## config.mk

```make
export PLATFORM = sky130hd
export DESIGN_NAME = qar_can_tx_sched
export DESIGN_NICKNAME = d
export VERILOG_FILES = /design/src/rtl/qar_can_pkg.sv /design/src/rtl/qar_can_prio_sel.sv /design/src/rtl/qar_can_tx_sched.sv
export SDC_FILE = /design/constraint.sdc
export NUM_CORES = 1
export LEC_CHECK = 0
export CAP_MARGIN = 20
export CORE_ASPECT_RATIO = 0.8
export CORE_MARGIN = 4
export CORE_UTILIZATION = 50
export DETAILED_ROUTE_END_ITERATION = 7
export DONT_BUFFER_PORTS = 1
export SYNTH_ARGS = -nofsm -noshare
export SYNTH_HDL_FRONTEND = slang
export SYNTH_SLANG_ARGS = --single-unit
```

## constraint.sdc

```tcl
create_clock -name clk -period 9.9 [get_ports clk]
set_input_delay 1.98 -clock clk [delete_from_list [all_inputs] [get_ports clk]]
set_output_delay 1.98 -clock clk [all_outputs]
set_load 0.02 [all_outputs]
```

## src/rtl/qar_can_pkg.sv

```systemverilog
// qar_can_pkg: CAN register map, status bits and tx scheduler state encoding
package qar_can_pkg;
  localparam logic [5:0] A_CTRL   = 6'h0;
  localparam logic [5:0] A_STATUS = 6'h1;
  localparam logic [5:0] A_TX_ID  = 6'h8;
  localparam logic [5:0] A_TX_DLC = 6'h9;
  localparam logic [5:0] A_TX_D0  = 6'hA;
  localparam logic [5:0] A_TX_D1  = 6'hB;
  localparam logic [5:0] A_TX_GO  = 6'hC;
  localparam logic [5:0] A_RX_ID  = 6'hD;
  localparam int STATUS_TX_DONE_BIT = 1;
  typedef enum logic [2:0] {
    S_IDLE, S_WR_ID, S_WR_DLC, S_WR_D0, S_WR_D1, S_WR_GO, S_POLL, S_DONE
  } state_t;
  function automatic logic [3:0] clamp_dlc(input logic [3:0] d);
    return d > 4'd8 ? 4'd8 : d;
  endfunction
endpackage

```

## src/rtl/qar_can_prio_sel.sv

```systemverilog
// qar_can_prio_sel: picks the valid entry with the smallest id, lowest index on ties
module qar_can_prio_sel #(
  parameter int N  = 4,
  parameter int IW = 2
) (
  input  logic [N-1:0]       valid,
  input  logic [N-1:0][28:0] id,
  output logic               found,
  output logic [IW-1:0]      idx
);
  logic [28:0] best;
  always_comb begin
    found = 1'b0;
    idx   = '0;
    best  = '0;
    for (int i = 0; i < N; i++) begin
      if (valid[i] && (!found || id[i] < best)) begin
        found = 1'b1;
        idx   = IW'(i);
        best  = id[i];
      end
    end
  end
endmodule

```

## src/rtl/qar_can_tx_sched.sv

```systemverilog
// qar_can_tx_sched: per-requester mailboxes, lowest-id arbitration, and the
// register-port sequence that loads, triggers and polls one CAN frame.
module qar_can_tx_sched
  import qar_can_pkg::*;
#(
  parameter int N_REQ       = 4,
  parameter int TIMEOUT_CYC = 255
) (
  input  logic                 clk,
  input  logic                 rst_n,
  input  logic                 enable,
  input  logic [N_REQ-1:0]     req_valid,
  output logic [N_REQ-1:0]     req_ready,
  input  logic [32*N_REQ-1:0]  req_id,
  input  logic [4*N_REQ-1:0]   req_dlc,
  input  logic [32*N_REQ-1:0]  req_data0,
  input  logic [32*N_REQ-1:0]  req_data1,
  output logic                 done_valid,
  output logic [2:0]           done_idx,
  output logic                 done_err,
  output logic                 busy,
  output logic                 can_write,
  output logic                 can_read,
  output logic [5:0]           can_addr,
  output logic [31:0]          can_wdata,
  input  logic [31:0]          can_rdata
);
  localparam int IW = $clog2(N_REQ);
  logic [N_REQ-1:0]       full, take;
  logic [N_REQ-1:0][28:0] mb_id;
  logic [N_REQ-1:0][3:0]  mb_dlc;
  logic [N_REQ-1:0][31:0] mb_d0, mb_d1;
  logic [IW-1:0]          sel, pick;
  logic                   found, tx_done, unused_bits;
  logic [15:0]            cnt;
  state_t                 state;
  assign req_ready   = ~full;
  assign take        = req_valid & ~full;
  assign tx_done     = can_rdata[STATUS_TX_DONE_BIT];
  assign unused_bits = ^{can_rdata, req_id};
  qar_can_prio_sel #(.N(N_REQ), .IW(IW)) u_sel (
    .valid(full),
    .id   (mb_id),
    .found(found),
    .idx  (pick)
  );
  always_ff @(posedge clk or negedge rst_n) begin
    if (!rst_n) begin
      full   <= '0;
      mb_id  <= '0;
      mb_dlc <= '0;
      mb_d0  <= '0;
      mb_d1  <= '0;
    end else begin
      for (int i = 0; i < N_REQ; i++) begin
        if (take[i]) begin
          full[i]   <= 1'b1;
          mb_id[i]  <= req_id[i*32 +: 29];
          mb_dlc[i] <= req_dlc[i*4 +: 4];
          mb_d0[i]  <= req_data0[i*32 +: 32];
          mb_d1[i]  <= req_data1[i*32 +: 32];
        end
      end
      if (state == S_DONE) full[sel] <= 1'b0;
    end
  end
  // Bus outputs are computed for the state being entered so they line up with it.
  always_ff @(posedge clk or negedge rst_n) begin
    if (!rst_n) begin
      state      <= S_IDLE;
      sel        <= '0;
      cnt        <= '0;
      busy       <= 1'b0;
      done_valid <= 1'b0;
      done_idx   <= '0;
      done_err   <= 1'b0;
      can_write  <= 1'b0;
      can_read   <= 1'b0;
      can_addr   <= '0;
      can_wdata  <= '0;
    end else begin
      done_valid <= 1'b0;
      can_write  <= 1'b0;
      can_read   <= 1'b0;
      can_addr   <= '0;
      can_wdata  <= '0;
      case (state)
        S_WR_ID: begin
          state     <= S_WR_DLC;
          can_write <= 1'b1;
          can_addr  <= A_TX_DLC;
          can_wdata <= {28'b0, clamp_dlc(mb_dlc[sel])};
        end
        S_WR_DLC: begin
          state     <= S_WR_D0;
          can_write <= 1'b1;
          can_addr  <= A_TX_D0;
          can_wdata <= mb_d0[sel];
        end
        S_WR_D0: begin
          state     <= S_WR_D1;
          can_write <= 1'b1;
          can_addr  <= A_TX_D1;
          can_wdata <= mb_d1[sel];
        end
        S_WR_D1: begin
          state     <= S_WR_GO;
          can_write <= 1'b1;
          can_addr  <= A_TX_GO;
        end
        S_WR_GO: begin
          state    <= S_POLL;
          cnt      <= '0;
          can_read <= 1'b1;
          can_addr <= A_STATUS;
        end
        S_POLL: begin
          if (tx_done || cnt == 16'(TIMEOUT_CYC)) begin
            state      <= S_DONE;
            done_valid <= 1'b1;
            done_idx   <= 3'(sel);
            done_err   <= !tx_done;
          end else begin
            cnt      <= cnt == 16'hFFFF ? cnt : cnt + 16'd1;
            can_read <= 1'b1;
            can_addr <= A_STATUS;
          end
        end
        S_DONE: begin
          state <= S_IDLE;
          busy  <= 1'b0;
        end
        default: begin
          if (enable && found) begin
            state     <= S_WR_ID;
            sel       <= pick;
            busy      <= 1'b1;
            can_write <= 1'b1;
            can_addr  <= A_TX_ID;
            can_wdata <= {3'b0, mb_id[pick]};
          end
        end
      endcase
    end
  end
endmodule

```

==> metrics.cfg, run 1 <==
[sta]
fin_crit_sh_pct = 93.4
slew_violations = 124
hold-worst-slack_ps = 499
finalSetupTns_ps = 0
rsz0062_at_grt = no
post-route-min-period_ps = 9250
tightestPinTransition_ps = 1640
relSlewSlack_pct = -9.57
fmax_mhz = 108
finalHoldViolations = 0
clock_skew_ps = 36.4
setup_violations = 0

[synth]
synth_area_leaders = dfrtp_1 51%, mux2_2 19%, mux4_2 6.8%
synth_cell_types = 73
synth-edff-count = 0
synth.yosys.seq_area_share_pct = 50.8
yosysTopAreaCell = dfrtp_1
synth_top_area_share_pct = 50.8
synth_area_um2 = 22500
synthCells = 1685
synth_seq_cells = 456
synthArstFlopShare_pct = 100
synth_ff_type = dfrtp_1
yosysWarnings = 0
synth_area_per_cell_um2 = 13.3

[detailed_routing]
drtPass1Iterations = 5
wl_per_cell_um = 28.4
drt-vias-per-instance = 6.16
vias = 14300
remaining_drc_errors = 0
ant_nets = 0
drt_iter0_markers = 966
routed_wl_mm = 66.1

[flow_run]
drv_cap = 0

[placement]
gp_congestion = 0.922
io_buffers = 0
dp.cells = 2210
dp_hpwl_mm = 47.2

[worst_hold_path]
hold_start = mb_d1[71]$_DFFE_PN0P_
min_path_type = reg -> reg

[clock_network]
cts.sinks = 456
cts.clk_slew.worst_paths_ps = 60
cts_made_buffers = 49
cts_max_level = 2
cts-resized-gates = 0
post_cts_buffers = 0
cts_tree = built
holdBufCountCts = 0
cts_buffer_depth = 3
root_buffer = clkbuf_16
insertion_delay_ps = 600

[die]
ios = 489
coreArea_um2 = 44500
rows = 69
die_w_um = 245
initial_utilization_pct = 50.6
die_y_um = 198
die_area_um2 = 48400

[critical_path]
cp_common_cell = buf_4
cp-end-kind = register
critPathMaxFanout = 29
cp.required_ps = 10370
reg2reg_from = full[0]$_DFF_PN0_
crit_path_top_delay_cell = dfrtp_1
slowest_delay_ps = 960
arrival_ps = 9730
crit_type = reg -> reg
critPathLaunch = full[0]$_DFF_PN0_
cp-start-kind = register

[cells_and_area]
multi_input_comb_area_um2 = 10600
regArea_um2 = 11400
drive_above_1_share_pct = 34.3
fin_cells = 2325
num-fill-cells = 3685
fin_nets = 2186
area.growth.synth_to_final_pct = 10.2

[pwr]
leakagePower_nw = 10.7
powerDensity_nw_per_um2 = 451
power_w = 0.0112
max-vdd-ir-drop_uv = 378

[status]
violations = slew limit
status = finished, violations left

[grt]
grt_overflow = 0
grt_pass1_vias = 14900
grt_max_degree = 457
grt_antenna_before_repair = 52
gr-usage-all-layers_pct = 27.0
grt_pass1_wl_mm = 98.0

==> synthesized netlist by cell type, types with 10 or more instances <==
master,number
mux2_2,385
ha_1,89
a22oi_1,53
a21oi_1,59
inv_1,20
nand2_1,76
o21ai_0,27
o21ai_1,33
nand3_1,18
nor2_1,39
buf_2,10
buf_1,10
dfrtp_1,456
clkbuf_1,75
nand4_1,12
a21o_1,30
nor3_1,35
mux4_2,68
mux2i_1,58
==> worst max-delay path, delay by kind of cell (launching register included) <==
kind | cells | cell delay, ps
flops | 1 | 960
buf+inv | 5 | 1600
compound gates | 11 | 2830
simple gates | 12 | 2790
fa+ha+maj | 3 | 920
==> worst paths after layout <==
kind,cells after the start,slack (ps),endpoint
setup / recovery,31,650,can_wdata[0]$_DFF_PN0_
hold / removal,1,500,mb_d1[71]$_DFFE_PN0P_
setup reg to reg,31,650,can_wdata[0]$_DFF_PN0_
hold reg to reg,1,500,mb_d1[71]$_DFFE_PN0P_
max in group asynchronous,0,7490,mb_d0[32]$_DFFE_PN0P_
min in group asynchronous,0,1090,can_addr[3]$_DFF_PN0_
==> cell families after synthesis <==
kind of cell | after synthesis | share of synthesized area [%]
buffers and inverters | 124 | 2.34
flip-flops | 456 | 50.8
adder cells (fa/ha/maj) | 89 | 4.95
multiplexers | 511 | 28.7
XOR/XNOR | 11 | 0.429
AO/OA/AOI/OAI | 264 | 7.81
other | 1 | 0.0167
AND/OR/NAND/NOR | 229 | 5.00
==> per-layer routing <==
metal	global-route usage (%)	part of all wire, %	up-vias
li1	-	-	6290
met1	36.2	43	7430
met2	42.2	47	424
met3	9.43	7.8	135
met4	7.29	2.0	48
met5	0	0.50	-
==> flip-flops by register name, summed over array words and instances (netlist names) <==
name        flops
mb_d1         128
cnt            16
mb_id         116
busy            1
done_err        1
full            4
can_read        1
can_wdata      32
can_write       1
state           3
done_idx        2
done_valid      1
can_addr        4
mb_dlc         16
sel             2
mb_d0         128
==> cell usage in the layout (no fill, tap or decap), types with 7 or more instances in the layout <==
| cell | netlist | final |
|---|---|---|
| diode_2 | 0 | 26 |
| a21o_1 | 30 | 30 |
| nand2_1 | 76 | 76 |
| o211ai_1 | 7 | 7 |
| a22oi_1 | 53 | 53 |
| nand3_1 | 18 | 17 |
| o21ai_1 | 33 | 32 |
| dfrtp_1 | 456 | 454 |
| o21ai_0 | 27 | 27 |
| mux4_2 | 68 | 68 |
| clkbuf_16 | 0 | 49 |
| buf_4 | 5 | 23 |
| clkinv_2 | 0 | 9 |
| a31oi_1 | 8 | 8 |
| mux2i_1 | 58 | 58 |
| nand4_1 | 12 | 12 |
| nor2_1 | 39 | 38 |
| nor3_1 | 35 | 35 |
| clkbuf_1 | 75 | 11 |
| clkbuf_8 | 0 | 8 |
| or3_1 | 8 | 8 |
| mux2_2 | 385 | 385 |
| inv_1 | 20 | 20 |
| a21oi_1 | 59 | 59 |
| ha_1 | 89 | 89 |
==> through the flow <==
| stage | util (%) | cell area (um2) | setup slack, ps |
|---|---|---|---|
| global route | 55.7 | 24800 | 295 |
| CTS | 55.6 | 24700 | 744 |
| global placement | 51.9 | 23100 | 895 |
| floorplan | - | 22500 | 2030 |
| detailed placement | 51.9 | 23100 | 741 |
| finish | 55.7 | 24800 | 649 |
==> power breakdown <==
group          switching (W)  internal, W  leakage [nW]
sequential          0.000723      0.00275          5.56
combinational        0.00308      0.00274          4.36
clock               0.000782      0.00111         0.815
total                0.00458      0.00660          10.7
==> cell type report <==
cell class	instances	share of cell area, %
tap	603	3.04
sequential	456	46.1
clock buffer	68	5.56
antenna	26	0.263
clock inverter	21	1.16
inverter	20	0.303
timing repair buffer	24	0.778
multi-input combinational	1107	42.8
(Power assumes the default switching activity.)
==> run 2: changes to the inputs <==
Settings changed: CELL_PAD_IN_SITES_DETAIL_PLACEMENT set to 1, CELL_PAD_IN_SITES_GLOBAL_PLACEMENT set to 2, CORE_UTILIZATION 50 to 43, PLACE_DENSITY_LB_ADDON set to 0.1.
==> run 2 against run 1 <==
Compared with the run above:
- the run now ends clean
- utilization decreased by 7.1 points
- worst setup slack improved by 270 ps
- clock-buffer cell count did not move
- final cell count is 3.5% higher
- via count rose by 0.65%
- sequential power increased by 1%
- non-clock buffer count is 1 higher
- flip-flop and latch count unchanged
- critical path depth is 1 lower
- worst hold slack improved by 2.6 ps
- critical path type unchanged
- largest power group unchanged
==> metrics.cfg, run 2 (synthesis results as in run 1) <==
[die]
die_y_um = 213  ; was 198 um
die_area_um2 = 56000  ; was 48400 um2
coreArea_um2 = 51400  ; was 44500 um2
rows = 74  ; was 69
ios = 489  ; unchanged
initial_utilization_pct = 43.7  ; was 50.6%
die_w_um = 264  ; was 245 um

[cells_and_area]
fin_area_um2 = 25000  ; was 24800 um2
final_cell_mix = 454 x dfrtp_1, 385 x mux2_2, 89 x ha_1, 76 x nand2_1, 68 x mux4_2  ; unchanged
fin_nets = 2187  ; was 2186
drive_above_1_share_pct = 34.6  ; was 34.3%
area.growth.synth_to_final_pct = 11.1  ; was 10.2%
reg_top3 = mb_d0 x128, mb_d1 x128, mb_id x116  ; unchanged
final_common_cell = dfrtp_1  ; unchanged
fin_util_pct = 48.6  ; was 55.7%

[critical_path]
crit_path_top_delay_cell = dfrtp_1  ; unchanged
critPathMaxFanout = 25  ; was 29
arrival_ps = 9480  ; was 9730 ps
cp-start-kind = register  ; unchanged
worst_path_dominant_cell_family = simple AND/OR/NAND/NOR gates  ; was compound AO/OA/AOI/OAI gates
slowest_delay_ps = 650  ; was 960 ps
cp-end-kind = register  ; unchanged
cp_num_buf_inv = 3  ; was 5
cp.required_ps = 10390  ; was 10370 ps
crit_type = reg -> reg  ; unchanged

[placement]
place_area_um2 = 23200  ; was 23100 um2
gp_congestion = 0.858  ; was 0.922
dp_hpwl_mm = 52.1  ; was 47.2 mm
io_buffers = 0  ; unchanged

[grt]
use_met3_pct = 7.35  ; was 9.43%
grt.met1_usage_pct = 33.7  ; was 36.2%
use_met2_pct = 41.4  ; was 42.2%
busiest_layer = met2  ; unchanged
grt_overflow = 0  ; unchanged
grt_pass1_vias = 15900  ; was 14900
grt_pass1_wl_mm = 107  ; was 98.0 mm
gr-usage-all-layers_pct = 25.5  ; was 27.0%
grt_antenna_before_repair = 43  ; was 52
grt_max_degree = 457  ; unchanged

[pwr]
pwr-share-seq_pct = 30.6  ; was 31.1%
switching_share_pct = 41.6  ; was 41.0%
p_comb_share_pct = 52.4  ; was 52.0%
pwr-share-clk_pct = 17.0  ; was 16.9%
p_int_w = 0.00672  ; was 0.00660 W
leakagePower_nw = 10.8  ; was 10.7 nW
powerDensity_nw_per_um2 = 461  ; was 451 nW/um2
max-vdd-ir-drop_uv = 266  ; was 378 uV
p_switching_w = 0.00478  ; was 0.00458 W

[sta]
clock_skew_ps = 16.9  ; was 36.4 ps
fmax_mhz = 111  ; was 108 MHz
fin_crit_sh_pct = 90.8  ; was 93.4%
relSlewSlack_pct = 17.5  ; was -9.57%
tightestPinTransition_ps = 1240  ; was 1640 ps
setup_violations = 0  ; unchanged
finalSetupTns_ps = 0  ; unchanged
finalHoldViolations = 0  ; unchanged
slew_violations = 0  ; was 124
hold-worst-slack_ps = 502  ; was 499 ps
rsz0062_at_grt = no  ; unchanged
post-route-min-period_ps = 8990  ; was 9250 ps

[detailed_routing]
ant_nets = 0  ; unchanged
drt-vias-per-instance = 5.99  ; was 6.16
remaining_drc_errors = 0  ; unchanged
drtPass1Iterations = 5  ; unchanged
routed_wl_mm = 72.7  ; was 66.1 mm
wl_per_cell_um = 30.2  ; was 28.4 um
drt_iter0_markers = 787  ; was 966
vias = 14400  ; was 14300

[clock_network]
holdBufCountCts = 0  ; unchanged
insertion_delay_ps = 600  ; about the same
cts_made_buffers = 49  ; unchanged
cts_tree = built  ; unchanged
cts-resized-gates = 0  ; unchanged
cts.clk_slew.worst_paths_ps = 70  ; was 60 ps
cts_buffer_depth = 3  ; unchanged
cts.sinks = 456  ; unchanged
root_buffer = clkbuf_16  ; unchanged
post_cts_buffers = 0  ; unchanged
cts_max_level = 2  ; unchanged

[flow_run]
drv_cap = 0  ; unchanged

[status]
status = complete, no violations  ; was finished, violations left

[worst_hold_path]
min_path_type = reg -> reg  ; unchanged

run 2: cell count changes in the layout (fill, tap and decap cells not counted), sizes merged:
| cell | change |
|---|---|
| clkinv | +3 |
| buf | +1 |
| bufinv | +1 |
| diode | -1 |
| clkinvlp | -1 |
| inv | -2 |
run 2: final timing paths:
kind / from / endpoint / slack (ps) / depth (start not counted)
min in group asynchronous: rst_n / mb_d1[31]$_DFFE_PN0P_ / 1080 / 0
hold / removal: mb_d1[81]$_DFFE_PN0P_ / mb_d1[81]$_DFFE_PN0P_ / 500 / 1
setup / recovery: full[0]$_DFF_PN0_ / can_wdata[2]$_DFF_PN0_ / 910 / 30
hold reg to reg: mb_d1[81]$_DFFE_PN0P_ / mb_d1[81]$_DFFE_PN0P_ / 500 / 1
setup reg to reg: full[0]$_DFF_PN0_ / can_wdata[2]$_DFF_PN0_ / 910 / 30
max in group asynchronous: rst_n / mb_d0[30]$_DFFE_PN0P_ / 7820 / 0
run 2: per-layer routing:
metal  vias to the layer above  wire (um)
met5                         -        196
met4                        32       1720
met3                       125       4950
met2                       405      34700
met1                      7566      31100
li1                       6292          -
run 2: through the flow:
| step | power [W] | worst slack [ps] | cells |
|---|---|---|---|
| after global placement | 0.00938 | 1140 | 2292 |
| after CTS | 0.0116 | 1070 | 2382 |
| final | 0.0115 | 914 | 2407 |
| after detailed placement | 0.00955 | 1140 | 2292 |
| after floorplan | 0.00768 | 2030 | 1687 |
| after global routing | 0.0123 | 546 | 2402 |
run 2: final cells by class:
cell class | instances | area (um2)
well taps | 684 | 856
fillers | 5132 | 26400
clock buffers | 68 | 1410
multi-input cells | 1107 | 10600
inverters | 20 | 75.1
diodes | 25 | 62.6
clock inverters | 22 | 320
flip-flops and latches | 456 | 11400
repair buffers | 25 | 225
run 2: power groups by stage:
stage	registers, W	logic, W	clock network, W
after detailed placement	0.00355	0.00600	0
after global placement	0.00350	0.00588	0
final	0.00352	0.00602	0.00196
after global routing	0.00364	0.00661	0.00209
after floorplan	0.00321	0.00447	0
after CTS	0.00353	0.00604	0.00201
==> run 3: changes to the inputs <==
Settings changed: CAP_MARGIN 20 to not set, CELL_PAD_IN_SITES_DETAIL_PLACEMENT 1 to 0, CELL_PAD_IN_SITES_GLOBAL_PLACEMENT 2 to 1, CORE_UTILIZATION 43 to 50.
Clock period 9.9 ns to 10.61 ns, I/O delays scaled along.
==> run 3 against run 2 <==
Compared with the run above:
- combinational power is 11% lower
- clock skew increased by 11 ps
- first-iteration DRC count increased by 11%
- register-to-register slack better by 340 ps
- sequential share of layout area is 0.64 points higher
- worst hold slack is essentially flat
- final area down 1.4%
- clock-buffer cell count increased by 3
- worst setup slack gained 340 ps
- critical path depth is 2 lower
- largest power group unchanged
- highest routed layer unchanged
==> metrics.cfg, run 3 (synthesis results as in run 1) <==
[cells_and_area]
final_common_cell = dfrtp_1  ; unchanged
final_cell_mix = 454 x dfrtp_1, 385 x mux2_2, 89 x ha_1, 76 x nand2_1, 68 x mux4_2  ; unchanged
reg_top3 = mb_d0 x128, mb_d1 x128, mb_id x116  ; unchanged
num-fill-cells = 3725  ; was 5132
area.growth.synth_to_final_pct = 9.57  ; was 11.1%
fin_nets = 2180  ; was 2187
drive_above_1_share_pct = 33.8  ; was 34.6%
fin_util_pct = 55.4  ; was 48.6%

[grt]
grt_pass1_wl_mm = 98.0  ; was 107 mm
gr-usage-all-layers_pct = 27.0  ; was 25.5%
grt_max_degree = 457  ; unchanged
grt_antenna_before_repair = 58  ; was 43
grt_overflow = 0  ; unchanged
grt_pass1_vias = 15100  ; was 15900

[critical_path]
cp-start-kind = register  ; unchanged
arrival_ps = 9830  ; was 9480 ps
slowest_delay_ps = 1020  ; was 650 ps
crit_path_top_delay_cell = dfrtp_1  ; unchanged
cp-end-kind = register  ; unchanged
cp.required_ps = 11080  ; was 10390 ps
cp_num_buf_inv = 2  ; was 3
worst_path_dominant_cell_family = compound AO/OA/AOI/OAI gates  ; was simple AND/OR/NAND/NOR gates
cp_common_cell = ha_1
crit_type = reg -> reg  ; unchanged
critPathMaxFanout = 48  ; was 25

[flow_run]
drv_cap = 0  ; unchanged

[sta]
fin_crit_sh_pct = 88.2  ; was 90.8%
tightestPinTransition_ps = 1340  ; was 1240 ps
finalHoldViolations = 0  ; unchanged
clock_skew_ps = 28.0  ; was 16.9 ps
relSlewSlack_pct = 10.4  ; was 17.5%
post-route-min-period_ps = 9360  ; was 8990 ps
rsz0062_at_grt = no  ; unchanged
fmax_mhz = 107  ; was 111 MHz
setup_violations = 0  ; unchanged
slew_violations = 0  ; unchanged
finalSetupTns_ps = 0  ; unchanged

[clock_network]
root_buffer = clkbuf_16  ; unchanged
post_cts_buffers = 0  ; unchanged
cts_buffer_depth = 3  ; unchanged
cts_made_buffers = 47  ; was 49
cts.clk_slew.worst_paths_ps = 60  ; was 70 ps
cts_max_level = 2  ; unchanged
cts.sinks = 456  ; unchanged
cts_tree = built  ; unchanged
holdBufCountCts = 0  ; unchanged
insertion_delay_ps = 590  ; was 600 ps
cts-resized-gates = 0  ; unchanged

[placement]
io_buffers = 0  ; unchanged
gp_congestion = 0.858  ; about the same
dp_hpwl_mm = 46.7  ; was 52.1 mm

[pwr]
p_comb_share_pct = 51.9  ; was 52.4%
pwr-share-clk_pct = 16.4  ; was 17.0%
pwr-share-seq_pct = 31.7  ; was 30.6%
p_switching_w = 0.00422  ; was 0.00478 W
leakagePower_nw = 10.7  ; was 10.8 nW
switching_share_pct = 41.1  ; was 41.6%
max-vdd-ir-drop_uv = 263  ; was 266 uV
p_int_w = 0.00605  ; was 0.00672 W
powerDensity_nw_per_um2 = 417  ; was 461 nW/um2

[die]
rows = 69  ; was 74
die_area_um2 = 48400  ; was 56000 um2
initial_utilization_pct = 50.6  ; was 43.7%
ios = 489  ; unchanged
die_y_um = 198  ; was 213 um
die_w_um = 245  ; was 264 um
coreArea_um2 = 44500  ; was 51400 um2

[detailed_routing]
drtPass1Iterations = 5  ; unchanged
routed_wl_mm = 66.0  ; was 72.7 mm
ant_nets = 0  ; unchanged
wl_per_cell_um = 28.5  ; was 30.2 um
remaining_drc_errors = 0  ; unchanged
drt-vias-per-instance = 6.18  ; was 5.99
vias = 14300  ; was 14400
drt_iter0_markers = 876  ; was 787

[worst_hold_path]
min_path_type = reg -> reg  ; unchanged

[status]
status = complete, no violations  ; unchanged

run 3: final cells by class:
| cell class | instances | area, um2 | area share, % |
|---|---|---|---|
| clock inverters | 14 | 196 | 0.798 |
| diodes | 23 | 57.6 | 0.234 |
| repair buffers | 20 | 150 | 0.610 |
| well taps | 603 | 754 | 3.06 |
| multi-input cells | 1107 | 10600 | 43.1 |
| clock buffers | 71 | 1370 | 5.55 |
| inverters | 20 | 75.1 | 0.305 |
| flip-flops and latches | 456 | 11400 | 46.4 |
run 3: layer usage:
| metal | global-route usage (%) | vias up | part of all wire [%] |
|---|---|---|---|
| met4 | 7.84 | 62 | 2.0 |
| met5 | 0 | - | 0.61 |
| li1 | - | 6277 | - |
| met3 | 9.95 | 148 | 8.2 |
| met1 | 35.4 | 7382 | 41 |
| met2 | 42.6 | 426 | 48 |
run 3: stage by stage:
step / power (W) / worst slack (ps) / instance area (um2) / instances / hold WS (ps)
4_1_cts: 0.0103 / 1170 / 24600 / 2291 / 505
6_report: 0.0103 / 1250 / 24600 / 2314 / 502
2_1_floorplan: 0.00716 / 2740 / 22500 / 1687 / 475
3_5_place_dp: 0.00862 / 1240 / 23000 / 2206 / 491
3_3_place_gp: 0.00849 / 1350 / 23000 / 2206 / 485
5_1_grt: 0.0110 / 691 / 24600 / 2310 / 511
run 3: worst paths after layout:
| kind | start | cells past startpoint | end | slack (ps) |
|---|---|---|---|---|
| setup / recovery | full[0]$_DFF_PN0_ | 28 | can_wdata[0]$_DFF_PN0_ | 1250 |
| max in group asynchronous | rst_n | 0 | mb_d0[20]$_DFFE_PN0P_ | 8290 |
| hold / removal | mb_dlc[15]$_DFFE_PN0P_ | 1 | mb_dlc[15]$_DFFE_PN0P_ | 500 |
| min in group asynchronous | rst_n | 0 | cnt[7]$_DFFE_PN0P_ | 1250 |
| setup reg to reg | full[0]$_DFF_PN0_ | 28 | can_wdata[0]$_DFF_PN0_ | 1250 |
| hold reg to reg | mb_dlc[15]$_DFFE_PN0P_ | 1 | mb_dlc[15]$_DFFE_PN0P_ | 500 |
run 3: power by group through the flow:
stage / clock, W / combinational (W) / sequential, W
floorplan: 0 / 0.00417 / 0.00300
global placement: 0 / 0.00524 / 0.00325
detailed placement: 0 / 0.00533 / 0.00328
CTS: 0.00173 / 0.00536 / 0.00326
global route: 0.00180 / 0.00587 / 0.00336
finish: 0.00169 / 0.00533 / 0.00325
